File: src/rtl/seg_scan_capture.sv
// seg_scan_capture: samples a scanned 7-segment bus and rebuilds the displayed 24-bit value.
// Define SEG_SCAN_CAPTURE_DOT_EN to capture decimal points into oDot.
module seg_scan_capture #(
    parameter int SETTLE  = 16,
    parameter int TIMEOUT = 1048576
) (
    input  logic        iCLK,
    input  logic        iRST,
    input  logic [7:0]  iSeg,
    input  logic [5:0]  iSel,
    output logic [23:0] oNum,
    output logic [5:0]  oDot,
    output logic        oValid,
    output logic        oErr,
    output logic        oStale
);

    localparam logic [15:0] SETTLE_V  = 16'(SETTLE);
    localparam logic [20:0] TIMEOUT_V = 21'(TIMEOUT);
    localparam logic [6:0]  SEG_TABLE [16] = '{
        7'h3F, 7'h06, 7'h5B, 7'h4F, 7'h66, 7'h6D, 7'h7D, 7'h07,
        7'h7F, 7'h6F, 7'h77, 7'h7C, 7'h39, 7'h5E, 7'h79, 7'h71
    };

    logic [7:0]  segMeta, sSeg;
    logic [5:0]  selMeta, sSel;
    logic [5:0]  selLow;
    logic        oneLow;
    logic        dwellClr;
    logic        sampleNow;
    logic [15:0] dwell;
    logic [2:0]  digit;
    logic [6:0]  pattern;
    logic        patOk;
    logic [3:0]  nib;
    logic [5:0]  mask;
    logic [5:0]  nextMask;
    logic        bad;
    logic        frameDone;
    logic        publish;
    logic [23:0] shadowNum;
    logic [23:0] nextNum;
    logic [20:0] staleCnt;

    // Two-flop synchronizers; idle state is the blank bus (all ones)
    always_ff @(posedge iCLK or posedge iRST) begin
        if (iRST) begin
            segMeta <= '1;
            sSeg    <= '1;
            selMeta <= '1;
            sSel    <= '1;
        end else begin
            segMeta <= iSeg;
            sSeg    <= segMeta;
            selMeta <= iSel;
            sSel    <= selMeta;
        end
    end

    // Select qualification: exactly one digit low, not about to change, sample at end of settle
    always_comb begin
        selLow    = ~sSel;
        oneLow    = |selLow && ~|(selLow & (selLow - 6'd1));
        dwellClr  = (selMeta != sSel) || !oneLow;
        sampleNow = !dwellClr && (dwell == SETTLE_V - 16'd1);
    end

    // Active-low select bit k addresses digit 5-k
    always_comb begin
        digit = 3'd0;
        for (int k = 0; k < 6; k++)
            if (selLow[k]) digit = 3'(5 - k);
    end

    // Segment pattern back to a hex nibble; no match flags an invalid pattern
    always_comb begin
        pattern = ~sSeg[6:0];
        patOk   = 1'b0;
        nib     = 4'd0;
        for (int n = 0; n < 16; n++)
            if (pattern == SEG_TABLE[n]) begin
                patOk = 1'b1;
                nib   = 4'(n);
            end
    end

    // Frame bookkeeping: shadow contents and completion after this sample
    always_comb begin
        nextMask  = mask | (6'b000001 << digit);
        frameDone = sampleNow && (nextMask == 6'h3F);
        publish   = frameDone && !bad && patOk;
        nextNum   = shadowNum;
        if (sampleNow && patOk) nextNum[{digit, 2'b00} +: 4] = nib;
    end

    // Dwell counter: restarts on any select change or invalid select, saturates at SETTLE
    always_ff @(posedge iCLK or posedge iRST) begin
        if (iRST) dwell <= '0;
        else if (dwellClr) dwell <= '0;
        else if (dwell != SETTLE_V) dwell <= dwell + 16'd1;
    end

    // Shadow capture with per-frame mask and sticky bad flag
    always_ff @(posedge iCLK or posedge iRST) begin
        if (iRST) begin
            shadowNum <= '0;
            mask      <= '0;
            bad       <= 1'b0;
        end else if (sampleNow) begin
            shadowNum <= nextNum;
            mask      <= frameDone ? 6'h00 : nextMask;
            bad       <= frameDone ? 1'b0 : (bad || !patOk);
        end
    end

    // Published value and event pulses
    always_ff @(posedge iCLK or posedge iRST) begin
        if (iRST) begin
            oNum   <= '0;
            oValid <= 1'b0;
            oErr   <= 1'b0;
        end else begin
            oValid <= publish;
            oErr   <= sampleNow && !patOk;
            if (publish) oNum <= nextNum;
        end
    end

`ifdef SEG_SCAN_CAPTURE_DOT_EN
    logic [5:0] shadowDot;
    logic [5:0] nextDot;

    // Decimal point of the sampled digit joins the shadow frame
    always_comb begin
        nextDot = shadowDot;
        if (sampleNow && patOk) nextDot[digit] = ~sSeg[7];
    end

    // Dot shadow and its published copy
    always_ff @(posedge iCLK or posedge iRST) begin
        if (iRST) begin
            shadowDot <= '0;
            oDot      <= '0;
        end else begin
            if (sampleNow) shadowDot <= nextDot;
            if (publish) oDot <= nextDot;
        end
    end
`else
    logic unusedDot;
    assign unusedDot = sSeg[7];
    assign oDot      = '0;
`endif

    // Stale watchdog: counts cycles since the last publish, saturating at TIMEOUT
    always_ff @(posedge iCLK or posedge iRST) begin
        if (iRST) staleCnt <= '0;
        else if (publish) staleCnt <= '0;
        else if (staleCnt != TIMEOUT_V) staleCnt <= staleCnt + 21'd1;
    end

    assign oStale = (staleCnt == TIMEOUT_V);

endmodule

File: config.mk
export PLATFORM = sky130hd
export DESIGN_NAME = seg_scan_capture
export DESIGN_NICKNAME = d
export VERILOG_FILES = /design/src/rtl/seg_scan_capture.sv
export SDC_FILE = /design/constraint.sdc
export NUM_CORES = 1
export LEC_CHECK = 0
export BUFFER_PORTS_ARGS = -buffer_cell sky130_fd_sc_hd__clkbuf_2
export CAP_MARGIN = 10
export CORE_MARGIN = 5
export CORE_UTILIZATION = 30
export CTS_CLUSTER_DIAMETER = 200
export DETAILED_ROUTE_END_ITERATION = 10
export PLACE_DENSITY_LB_ADDON = 0.15
export SLEW_MARGIN = 20
export SYNTH_ARGS = -nofsm -noshare
export SYNTH_HDL_FRONTEND = slang
export SYNTH_SLANG_ARGS = --single-unit
File: constraint.sdc
create_clock -name iCLK -period 12.19 [get_ports iCLK]
set_input_delay 2.438 -clock iCLK [delete_from_list [all_inputs] [get_ports iCLK]]
set_output_delay 2.438 -clock iCLK [all_outputs]
set_load 0.02 [all_outputs]
Word-level counts from Yosys, hierarchy flattened

Cells that the tools add are included.

Register bits: 120
Input port bits: 16
Output and inout port bits: 33
Logic and storage cells: 108

$add $sub $neg: 4
Equal/unequal tests: 22
Shift-type cells: 3
Mux-type cells: 45
Bitwise gates (word level): 4
Reduce and logical (&&, ||, !) cells: 18

Operators with widths:

| operator                                               | number |
|---|---|
| == test 7 bit, second input constant                   | 12 |
| two-way mux 4 bit                                      | 14 |
| two-way mux 21 bit                                     | 2 |
| two-way mux 16 bit                                     | 2 |
| bitwise mux 24 bit                                     | 1 |
| two-way mux 24 bit                                     | 1 |
| variable shift 4 x 7 -> 24 bit, first input constant   | 1 |
| indexed part select 4 x 7 -> 24 bit                    | 1 |
| adder 21 x 1 -> 21 bit, second input constant          | 1 |
| == test 21 bit, second input constant                  | 1 |
| inequality test 21 bit, second input constant          | 1 |
| two-way mux 1 bit                                      | 18 |
| two-way mux 3 bit                                      | 6 |
| adder 16 x 1 -> 16 bit, second input constant          | 1 |
| == test 16 x 4 -> 1 bit, second input constant         | 1 |
| inequality test 16 x 5 -> 1 bit, second input constant | 1 |
| == test 7 x 3 -> 1 bit, second input constant          | 2 |
| == test 7 x 6 -> 1 bit, second input constant          | 2 |
| OR reduction 6 bit                                     | 2 |
| logical AND 1 bit                                      | 7 |
| negator 5 -> 7 bit                                     | 1 |
| NOT 7 bit                                              | 1 |
| bitwise AND 6 bit                                      | 1 |
| == test 6 bit, second input constant                   | 1 |
| other kinds (9)                                        | 15 |

Logic depth before layout (Yosys ltp)

Gate-level depths: netlist (run 1).

Depth after elaboration: 21
Depth in mapped cells: 14
Depth with buffers taken out: 10

Worst setup path before layout (run 1)

Ideal clock, no wire load.

Path type: register -> output
From: register staleCnt[0]
To: output port oStale
Arrival: 1.329 ns
Data required time: 9.752 ns
Setup slack: 8.423 ns
Cell stages (with the launch flop): 6
Buffers on the path: 0
Cell sequence: dfrtp_1 inv_1 ha_1 nor4b_1 nand3_1 nor2_1

Cells in the longest elaborated chain, start to end: 1

Ends and longest elaborated chain:

| what                     | RTL line | source |
|---|---|---|
| start: declaration       | 43       | `logic [20:0] staleCnt;` |
| start signal: assignment | 159      | `else if (staleCnt != TIMEOUT_V) staleCnt <= staleCnt + 21'd1;` |
| == test 21 bit           | 162      | `assign oStale = (staleCnt == TIMEOUT_V);` |
| end: declaration         | 15       | `output logic oStale` |

No other way between the ends.

Final worst setup path (run 1)

Same ends and word-level chain as after synthesis.

==> flow_metrics.env, run 1 <==
export IMPL_status="finished clean"
export IMPL_synthToLayoutAreaGrowth_pct=17.62
export IMPL_synth_area_top_cells="dfrtp_1, dfstp_2, mux2_2"
export IMPL_n_antenna_cell=0
export IMPL_synth_edff_count=0
export IMPL_grt_setup_unrepaired="false"
export IMPL_ant_nets=0
export IMPL_root_buffer="clkbuf_16"
export IMPL_row_count=51
export IMPL_hp_class="register to register"
export IMPL_async_flop_share_pct=100.0
export IMPL_dr_first_iter_drc_count=263
export IMPL_max_slew_margin_pct=39.17
export IMPL_cts_htree_levels=4
export IMPL_power_density_mw_per_mm2=139.8
export IMPL_nets=606
export IMPL_dp_hpwl_mm=8.713
export IMPL_hold_buffers=0
export IMPL_worst_slew_pin_slew_ns=0.9125
export IMPL_power_total_uw=967.8
export IMPL_fp_dieW_um=150.1
export IMPL_period_share_pct=35.66
export IMPL_path_max_fanout=3
export IMPL_num_vias=4094
export IMPL_cts_tree="done"
export IMPL_routed_wl_mm=12.80
export IMPL_synthMostInstantiatedCell="dfrtp_1"
export IMPL_synthesis_area_mm2=0.005886
export IMPL_antenna_found_initial=0
export IMPL_power_switching_fraction_pct=22.17
export IMPL_gp_congestion=0.8361
export IMPL_syn_inst=536
export IMPL_worstSetupStartpointType="register"
export IMPL_numCtsBuffers=17
export IMPL_drcViolationCount=0
export IMPL_fmax_mhz=230.0
export IMPL_postSynthRegisterBits=120
export IMPL_clk_pin_slew_ns=0.06
export IMPL_hold_worst_slack_ns=0.3544
export IMPL_io_buffers=41
export IMPL_tns_ns=0
export IMPL_finalHoldViolCount=0
export IMPL_cts_resized=0
export IMPL_grt_max_degree=74
export IMPL_yosys_most_used_dff="dfrtp_1"
export IMPL_wl_per_cell_um=14.92
export IMPL_postCtsSetupBuffers=0
export IMPL_die_y_um=150.1
export IMPL_worstSkewPairLatency_ns=0.41
export IMPL_seq_area_frac_synth_pct=51.57
export IMPL_finalClockSkew_ns=0.009080
export IMPL_yosysUniqueCellTypes=65
export IMPL_pwr_share_seq_pct=42.8
export IMPL_required_ns=9.75
export IMPL_via_per_inst=4.772
export IMPL_yosysTopAreaCell="dfrtp_1"
export IMPL_total_leakage_power_uw=0.003098
export IMPL_drv_cap=0
export IMPL_r2r_slack_ns=8.66
export IMPL_cts_max_path_buffers=2
export IMPL_crit_type="register to output pin"
export IMPL_dr_pass1_iters=4
export IMPL_endpoint_kind="output pin"
export IMPL_p_sw_uw=214.5
export IMPL_cp_arrival_ns=1.91
export IMPL_setup_violations=0
export IMPL_syn_avg_cell_area_um2=10.98
export IMPL_ys_warn_count=0
export IMPL_die_area_mm2=0.02252
export IMPL_drive_gt1_share_pct=27.49
export IMPL_ios=49
export IMPL_p_int_uw=753.2
export IMPL_synth_common_cells="dfrtp_1, nor2_1, mux2_2"
export IMPL_cts_sinks=120
export IMPL_grt_pass1_wl_mm=21.93
export IMPL_start_util_pct=30.34
export IMPL_drv_slew=0
export IMPL_core_mm2=0.01940
export IMPL_grt_use_total_pct=12.35
export IMPL_ir_worst_vdd_mv=0.08795
export IMPL_synth_top_area_share_pct=39.97
export IMPL_first_global_vias=4272
export IMPL_clockPowerShare_pct=53.4
export IMPL_p_comb_share_pct=3.8
export IMPL_grt_ovfl_total=0
export IMPL_min_period_ns=4.347
## layout by cell type (no fill, tap or decap), types with 3 or more instances in the layout
cell and instances:
a21oi_1 19, a22o_1 8, a31oi_1 3, and2_1 3, and3_1 10, buf_4 6
clkbuf_16 21, clkbuf_2 41, clkinv_2 3, conb_1 6, dfrtp_1 94, dfstp_2 26
ha_1 10, inv_1 17, mux2_2 38, mux2_4 16, nand2_1 25, nand2b_1 3
nand3_1 31, nand3b_1 4, nand4_1 7, nor2_1 70, nor2b_1 4, nor3_1 11
nor4_1 9, nor4b_1 3, o21ai_0 11, o22ai_1 4, or3_1 9, or4_1 3
xnor2_1 18, xor2_1 16
## per-stage QoR
step           std cells  utilization, %  cell area (µm²)  setup slack [ns]
2_1_floorplan        541               -             5904             6.609
3_3_place_gp         826           32.47             6299             8.232
3_5_place_dp         826           32.47             6299             8.175
4_1_cts              858           35.69             6923             7.846
5_1_grt              858           35.69             6923             7.658
6_report             858           35.69             6923             7.843
## layer usage
metal,track usage [%],wire (µm)
met4,4.895,266
met1,16.62,6149
met2,19.26,5896
met5,0,0
met3,2.877,489
## flip-flops by register name, indices dropped and copies added (netlist names)
register / cells
oValid: 1
bad: 1
staleCnt: 21
mask: 6
dwell: 16
oNum: 24
shadowNum: 24
sSeg: 7
selMeta: 6
sSel: 6
segMeta: 7
oErr: 1
## critical path, stage by stage (launching register included)
cell and delay (ns):
dfrtp_1 0.39, inv_1 0.10, ha_1 0.15, nor4b_1 0.23
nand3_1 0.13, nor2_1 0.28, clkbuf_2 0.23
## worst paths after layout
kind / start / end / cells past startpoint
worst max-delay path: staleCnt[0] / oStale / 6
worst min-delay path: segMeta[5] / sSeg[5] / 0
worst max register to register: sSel[0] / oNum[23] / 10
worst min register to register: segMeta[5] / sSeg[5] / 0
max in group asynchronous: iRST / dwell[4] / 3
min in group asynchronous: iRST / staleCnt[15] / 2
## power by group through the flow
stage | combinational (µW) | sequential [µW] | clock, µW
CTS | 38.0 | 414 | 528
floorplan | 31.9 | 416 | 0
global placement | 37.1 | 420 | 0
detailed placement | 37.9 | 420 | 0
finish | 37.1 | 414 | 517
global route | 43.0 | 415 | 547
## kinds of logic after synthesis
group	synth area share, %
simple gates	17.43
xor+xnor	5.059
mux	11.52
flops	51.57
other cells	0.06371
fa+ha+maj	2.126
compound gates	7.717
buf+inv	4.507
## final cells by class
cell class                      instances  area (µm²)
Timing Repair Buffer                   47       250.2
Fill cell                            1966       12480
Multi-Input combinational cell        374        2604
Clock buffer                           24       546.8
Clock inverter                          8       77.57
Inverter                               20       77.57
Tap cell                              265       331.6
Sequential cell                       120        3035
(Power assumes the default switching activity.)
==> inputs of run 2 (changes only) <==
==> constraint.sdc (replaced) <==
create_clock -name iCLK -period 3.65 [get_ports iCLK]
set_input_delay 0.73 -clock iCLK [delete_from_list [all_inputs] [get_ports iCLK]]
set_output_delay 0.73 -clock iCLK [all_outputs]
set_load 0.02 [all_outputs]
==> run 2 against run 1 <==
Final cell count grew 0.47%. Power grew to 3.3 times the previous value. Register-to-register slack lost 8.3 ns. Sequential share of layout area shrank 0.44 points. Non-clock buffer count grew 4. Clock skew grew 0.0026 ns. Critical path type is now register to register. Largest cell class unchanged. Largest power group unchanged.
==> flow_metrics.env, run 2 (synthesized netlist as in run 1, its figures left out) <==
export IMPL_crit_type="register to register"
export IMPL_grt_pass1_wl_mm=21.87
export IMPL_postCtsSetupBuffers=0
export IMPL_die_y_um=150.1
export IMPL_synthToLayoutAreaGrowth_pct=18.81
export IMPL_hold_buffers=0
export IMPL_rr_worst_depth=8
export IMPL_max_slew_margin_pct=50.22
export IMPL_p_int_uw=2536
export IMPL_fp_dieW_um=150.1
export IMPL_n_antenna_cell=0
export IMPL_worstSkewPairLatency_ns=0.42
export IMPL_tns_ns=0
export IMPL_gp_congestion=0.8165
export IMPL_cts_tree="done"
export IMPL_dr_pass1_iters=5
export IMPL_die_area_mm2=0.02252
export IMPL_worst_path_buf_inv=1
export IMPL_min_period_ns=3.295
export IMPL_nets=610
export IMPL_drive_gt1_share_pct=27.97
export IMPL_crit_cells=8
export IMPL_via_per_inst=4.732
export IMPL_row_count=51
export IMPL_required_ns=3.95
export IMPL_clk_pin_slew_ns=0.06
export IMPL_fmax_mhz=303.5
export IMPL_ios=49
export IMPL_endpoint_kind="register"
export IMPL_cp_arrival_ns=3.59
export IMPL_dp_hpwl_mm=8.945
export IMPL_ant_nets=0
export IMPL_core_mm2=0.01940
export IMPL_cts_sinks=120
export IMPL_p_comb_share_pct=4.2
export IMPL_finalWorstSetupSlack_ns=0.3550
export IMPL_power_switching_fraction_pct=21.37
export IMPL_final_common_cell="dfrtp_1"
export IMPL_max_stage_delay_ns=0.59
export IMPL_worst_slew_pin_slew_ns=0.7468
export IMPL_numCtsBuffers=17
export IMPL_finalClockSkew_ns=0.01164
export IMPL_layout_common_cells="dfrtp_1, nor2_1, clkbuf_2, mux2_2, nand3_1"
export IMPL_path_delay_family="simple AND/OR/NAND/NOR gates"
export IMPL_setup_violations=0
export IMPL_cts_htree_levels=4
export IMPL_worstReg2RegStart="sSel[5]"
export IMPL_top_regs="oNum: 24 flops, shadowNum: 24 flops, staleCnt: 21 flops"
export IMPL_drv_slew=0
export IMPL_p_sw_uw=689.2
export IMPL_path_max_fanout=8
export IMPL_r2r_end="shadowNum[11]"
export IMPL_cts_max_path_buffers=2
export IMPL_wl_per_cell_um=15.15
export IMPL_r2r_slack_ns=0.36
export IMPL_ir_worst_vdd_mv=0.2808
export IMPL_drv_cap=0
export IMPL_crit_slowest_cell="dfstp_2"
export IMPL_antenna_found_initial=0
export IMPL_finalHoldViolCount=0
export IMPL_dp_slack_ns=0.3311
export IMPL_period_share_pct=90.27
export IMPL_crit_chain="nand2_1 > or3_1 > ha_1 > nand2b_1 > a2111oi_1 > buf_4 > nand3_1 > mux2_2"
export IMPL_root_buffer="clkbuf_16"
export IMPL_worstSetupStartpointType="register"
export IMPL_num_vias=4079
export IMPL_clockPowerShare_pct=53.0
export IMPL_total_leakage_power_uw=0.003127
export IMPL_first_global_vias=4269
export IMPL_pwr_share_seq_pct=42.9
export IMPL_grt_use_total_pct=12.34
export IMPL_start_util_pct=30.34
export IMPL_io_buffers=41
export IMPL_dr_first_iter_drc_count=308
export IMPL_cts_resized=0
export IMPL_grt_ovfl_total=0
export IMPL_power_density_mw_per_mm2=461.3
export IMPL_hp_class="input port to async pin"
export IMPL_drcViolationCount=0
export IMPL_status="finished clean"
export IMPL_grt_setup_unrepaired="false"
export IMPL_routed_wl_mm=13.06
export IMPL_grt_max_degree=47
[run 2: cell types whose count changed in the layout (fill, tap and decap cells not counted), sizes merged]
| cell | delta |
|---|---|
| clkinv | -1 |
| inv | -2 |
| clkbuf | +1 |
| clkinvlp | +1 |
| buf | +4 |
| bufinv | +1 |
[run 2: power by group through the flow]
stage	Combinational [µW]	Sequential (µW)	Clock (µW)
floorplan	107	1390	0
detailed placement	133	1400	0
finish	134	1380	1710
CTS	134	1380	1760
global route	154	1390	1820
global placement	132	1400	0
[run 2: worst max-delay path by stage]
stage                        from       endpoint  slack [ns]
after floorplan           sSel[3]       oNum[19]        0.28
after global placement    sSel[5]  shadowNum[10]        0.43
after detailed placement  sSel[5]   shadowNum[9]        0.33
after CTS                 sSel[5]   shadowNum[9]        0.31
after global routing      sSel[5]   shadowNum[9]        0.12
final                     sSel[5]  shadowNum[11]        0.36
[run 2: area by class of cell]
cell class	instances	area (µm²)
fill	1947	12410
clock buffer	25	526.8
inverter	20	78.83
clock inverter	7	86.33
tap	265	331.6
sequential	120	3035
timing repair buffer	51	330.3
multi-input combinational	374	2604
[run 2: metrics by stage]
step	power (µW)	instances	cell area, µm²	utilization, %	hold slack [ns]
after floorplan	1495	541	5908	-	0.3452
after global placement	1535	829	6360	32.79	0.3455
after detailed placement	1538	829	6360	32.79	0.3472
after CTS	3273	861	6973	35.95	0.3552
after global routing	3360	862	6993	36.05	0.3087
final	3226	862	6993	36.05	0.2819
[run 2: per-layer routing]
layer | track usage [%] | vias up | share of wire (%)
met5 | 0 | - | 0
met4 | 4.483 | 0 | 1.3
met3 | 3.301 | 14 | 4.1
met2 | 18.99 | 99 | 45
met1 | 16.69 | 1981 | 49
li1 | - | 1985 | -
==> inputs of run 3 (changes only) <==
--- a/config.mk
+++ b/config.mk
@@ -6,9 +6,10 @@
 export NUM_CORES = 1
 export LEC_CHECK = 0
 export BUFFER_PORTS_ARGS = -buffer_cell sky130_fd_sc_hd__clkbuf_2
-export CAP_MARGIN = 10
+export CAP_MARGIN = 20
 export CORE_MARGIN = 5
 export CORE_UTILIZATION = 30
+export CTS_BUF_LIST = sky130_fd_sc_hd__clkbuf_4 sky130_fd_sc_hd__clkbuf_8
 export CTS_CLUSTER_DIAMETER = 200
 export DETAILED_ROUTE_END_ITERATION = 10
 export PLACE_DENSITY_LB_ADDON = 0.15
==> constraint.sdc (replaced) <==
create_clock -name iCLK -period 3.4 [get_ports iCLK]
set_input_delay 0.68 -clock iCLK [delete_from_list [all_inputs] [get_ports iCLK]]
set_output_delay 0.68 -clock iCLK [all_outputs]
set_load 0.02 [all_outputs]
==> run 3 against run 2 <==
Clock power decreased by 30%. Setup slack got worse by 0.012 ns. Utilization shrank 1.3 points. Sequential cell count did not move. Via count is 0.59% higher. Combinational power up 7%. Design area down 3.6%. Power down 13%. Critical path type unchanged. Largest cell class unchanged. Highest routed layer unchanged.
==> flow_metrics.env, run 3 (synthesized netlist as in run 1, its figures left out) <==
export IMPL_layout_common_cells="dfrtp_1, nor2_1, clkbuf_2, mux2_2, nand3_1"
export IMPL_fmax_mhz=327.1
export IMPL_numCtsBuffers=17
export IMPL_top_regs="oNum: 24 flops, shadowNum: 24 flops, staleCnt: 21 flops"
export IMPL_drive_gt1_share_pct=28.71
export IMPL_gp_congestion=0.8339
export IMPL_grt_setup_unrepaired="false"
export IMPL_grt_ovfl_total=0
export IMPL_finalWorstSetupSlack_ns=0.3427
export IMPL_endpoint_kind="register"
export IMPL_cts_sinks=120
export IMPL_via_per_inst=4.749
export IMPL_first_global_vias=4155
export IMPL_path_max_fanout=36
export IMPL_dr_pass1_iters=4
export IMPL_crit_type="register to register"
export IMPL_worstSetupStartpointType="register"
export IMPL_antenna_found_initial=0
export IMPL_fp_dieW_um=150.1
export IMPL_routed_wl_mm=12.95
export IMPL_grt_pass1_wl_mm=21.87
export IMPL_synthToLayoutAreaGrowth_pct=14.52
export IMPL_worst_slew_pin_slew_ns=0.6091
export IMPL_met3_wirelength_um=617
export IMPL_die_y_um=150.1
export IMPL_grt_max_degree=69
export IMPL_max_slew_margin_pct=59.31
export IMPL_grt_use_total_pct=12.41
export IMPL_hold_buffers=0
export IMPL_tns_ns=0
export IMPL_dp_hpwl_mm=9.009
export IMPL_drv_cap=0
export IMPL_crit_chain="nand2_1 > or3_1 > inv_2 > ha_1 > o22a_1 > o21ai_0 > a311o_1 > and4bb_2 > buf_12 > mux2_2"
export IMPL_wl_per_cell_um=14.99
export IMPL_hold_worst_slack_ns=0.2479
export IMPL_drv_slew=0
export IMPL_r2r_slack_ns=0.34
export IMPL_period_share_pct=89.92
export IMPL_final_common_cell="dfrtp_1"
export IMPL_root_buffer="clkbuf_8"
export IMPL_ant_nets=0
export IMPL_power_density_mw_per_mm2=417.8
export IMPL_status="finished clean"
export IMPL_setup_violations=0
export IMPL_finalHoldViolCount=0
export IMPL_row_count=51
export IMPL_clk_pin_slew_ns=0.08
export IMPL_start_util_pct=30.34
export IMPL_ir_worst_vdd_mv=0.2270
export IMPL_dr_first_iter_drc_count=292
export IMPL_wl_met1_mm=6.408
export IMPL_num_vias=4103
export IMPL_min_period_ns=3.057
export IMPL_met2_length_mm=5.729
export IMPL_finalClockSkew_ns=0.01143
export IMPL_worstSkewPairLatency_ns=0.44
export IMPL_top_layer="met4"
export IMPL_io_buffers=41
export IMPL_cts_htree_levels=4
export IMPL_cts_max_path_buffers=2
export IMPL_cp_arrival_ns=3.38
export IMPL_crit_slowest_cell="dfstp_2"
export IMPL_die_area_mm2=0.02252
export IMPL_power_total_uw=2816
export IMPL_hp_class="input port to async pin"
export IMPL_required_ns=3.72
export IMPL_n_antenna_cell=0
export IMPL_ios=49
export IMPL_core_mm2=0.01940
export IMPL_max_stage_delay_ns=0.61
export IMPL_nets=612
export IMPL_cts_tree="done"
export IMPL_drcViolationCount=0
export IMPL_total_leakage_power_uw=0.003001
export IMPL_dp_slack_ns=0.2013
run 3: cell types whose count changed in the layout (fill, tap and decap cells not counted), sizes merged:
| cell | delta |
|---|---|
| clkbuf | -5 |
| clkinvlp | +4 |
| buf | +2 |
| clkinv | +2 |
| bufinv | -1 |
run 3: through the flow:
stage | util [%] | cell area, µm² | std cells
6_report | 34.75 | 6740 | 864
5_1_grt | 34.75 | 6740 | 864
4_1_cts | 34.72 | 6735 | 864
3_5_place_dp | 32.84 | 6370 | 832
3_3_place_gp | 32.84 | 6370 | 832
2_1_floorplan | - | 5908 | 541
run 3: cell type report:
| type | count | area [µm²] |
|---|---|---|
| multi-input combinational | 374 | 2609 |
| clock buffer | 20 | 262.8 |
| clock inverter | 12 | 102.6 |
| timing repair buffer | 53 | 320.3 |
| sequential | 120 | 3035 |
| inverter | 20 | 78.83 |
| tap | 265 | 331.6 |
| fill | 2014 | 12660 |
run 3: worst max-delay path: cells and delay by family, from the launching register on:
kind,cells,cell delay [ns]
DFF,1,0.61
and+or+nand+nor,3,0.86
AOI/OAI and AO/OA,3,0.55
muxes,1,0.37
buffers and inverters,2,0.37
adders and majority gates,1,0.17
run 3: metal layers:
metal | GRT usage, % | vias to the layer above
met3 | 3.271 | 17
met2 | 18.18 | 98
met5 | 0 | -
met4 | 4.529 | 0
li1 | - | 1983
met1 | 17.59 | 2005
run 3: path summary, 6_finish.rpt:
path	cells after the start	start	endpoint
max in group asynchronous	3	iRST	sSeg[4]
min	2	iRST	oNum[5]
max reg2reg	10	sSel[3]	oNum[16]
max	10	sSel[3]	oNum[16]
min in group iCLK	1	iSeg[5]	segMeta[5]
min reg2reg	0	segMeta[2]	sSeg[2]
run 3: power by group:
part | total, µW | leakage (µW) | internal, µW | switching, µW
combinational | 143 | 0.00125 | 47.1 | 95.4
sequential | 1480 | 0.00157 | 1460 | 26.1
clock | 1190 | 0.000182 | 607 | 583
total | 2820 | 0.00300 | 2110 | 705
run 3: what timing repair did:
item,in CTS,in global routing
buffers inserted,0,0
resized for setup,0,1
endpoints found under the setup margin,0,4
endpoints found under the hold margin,0,0
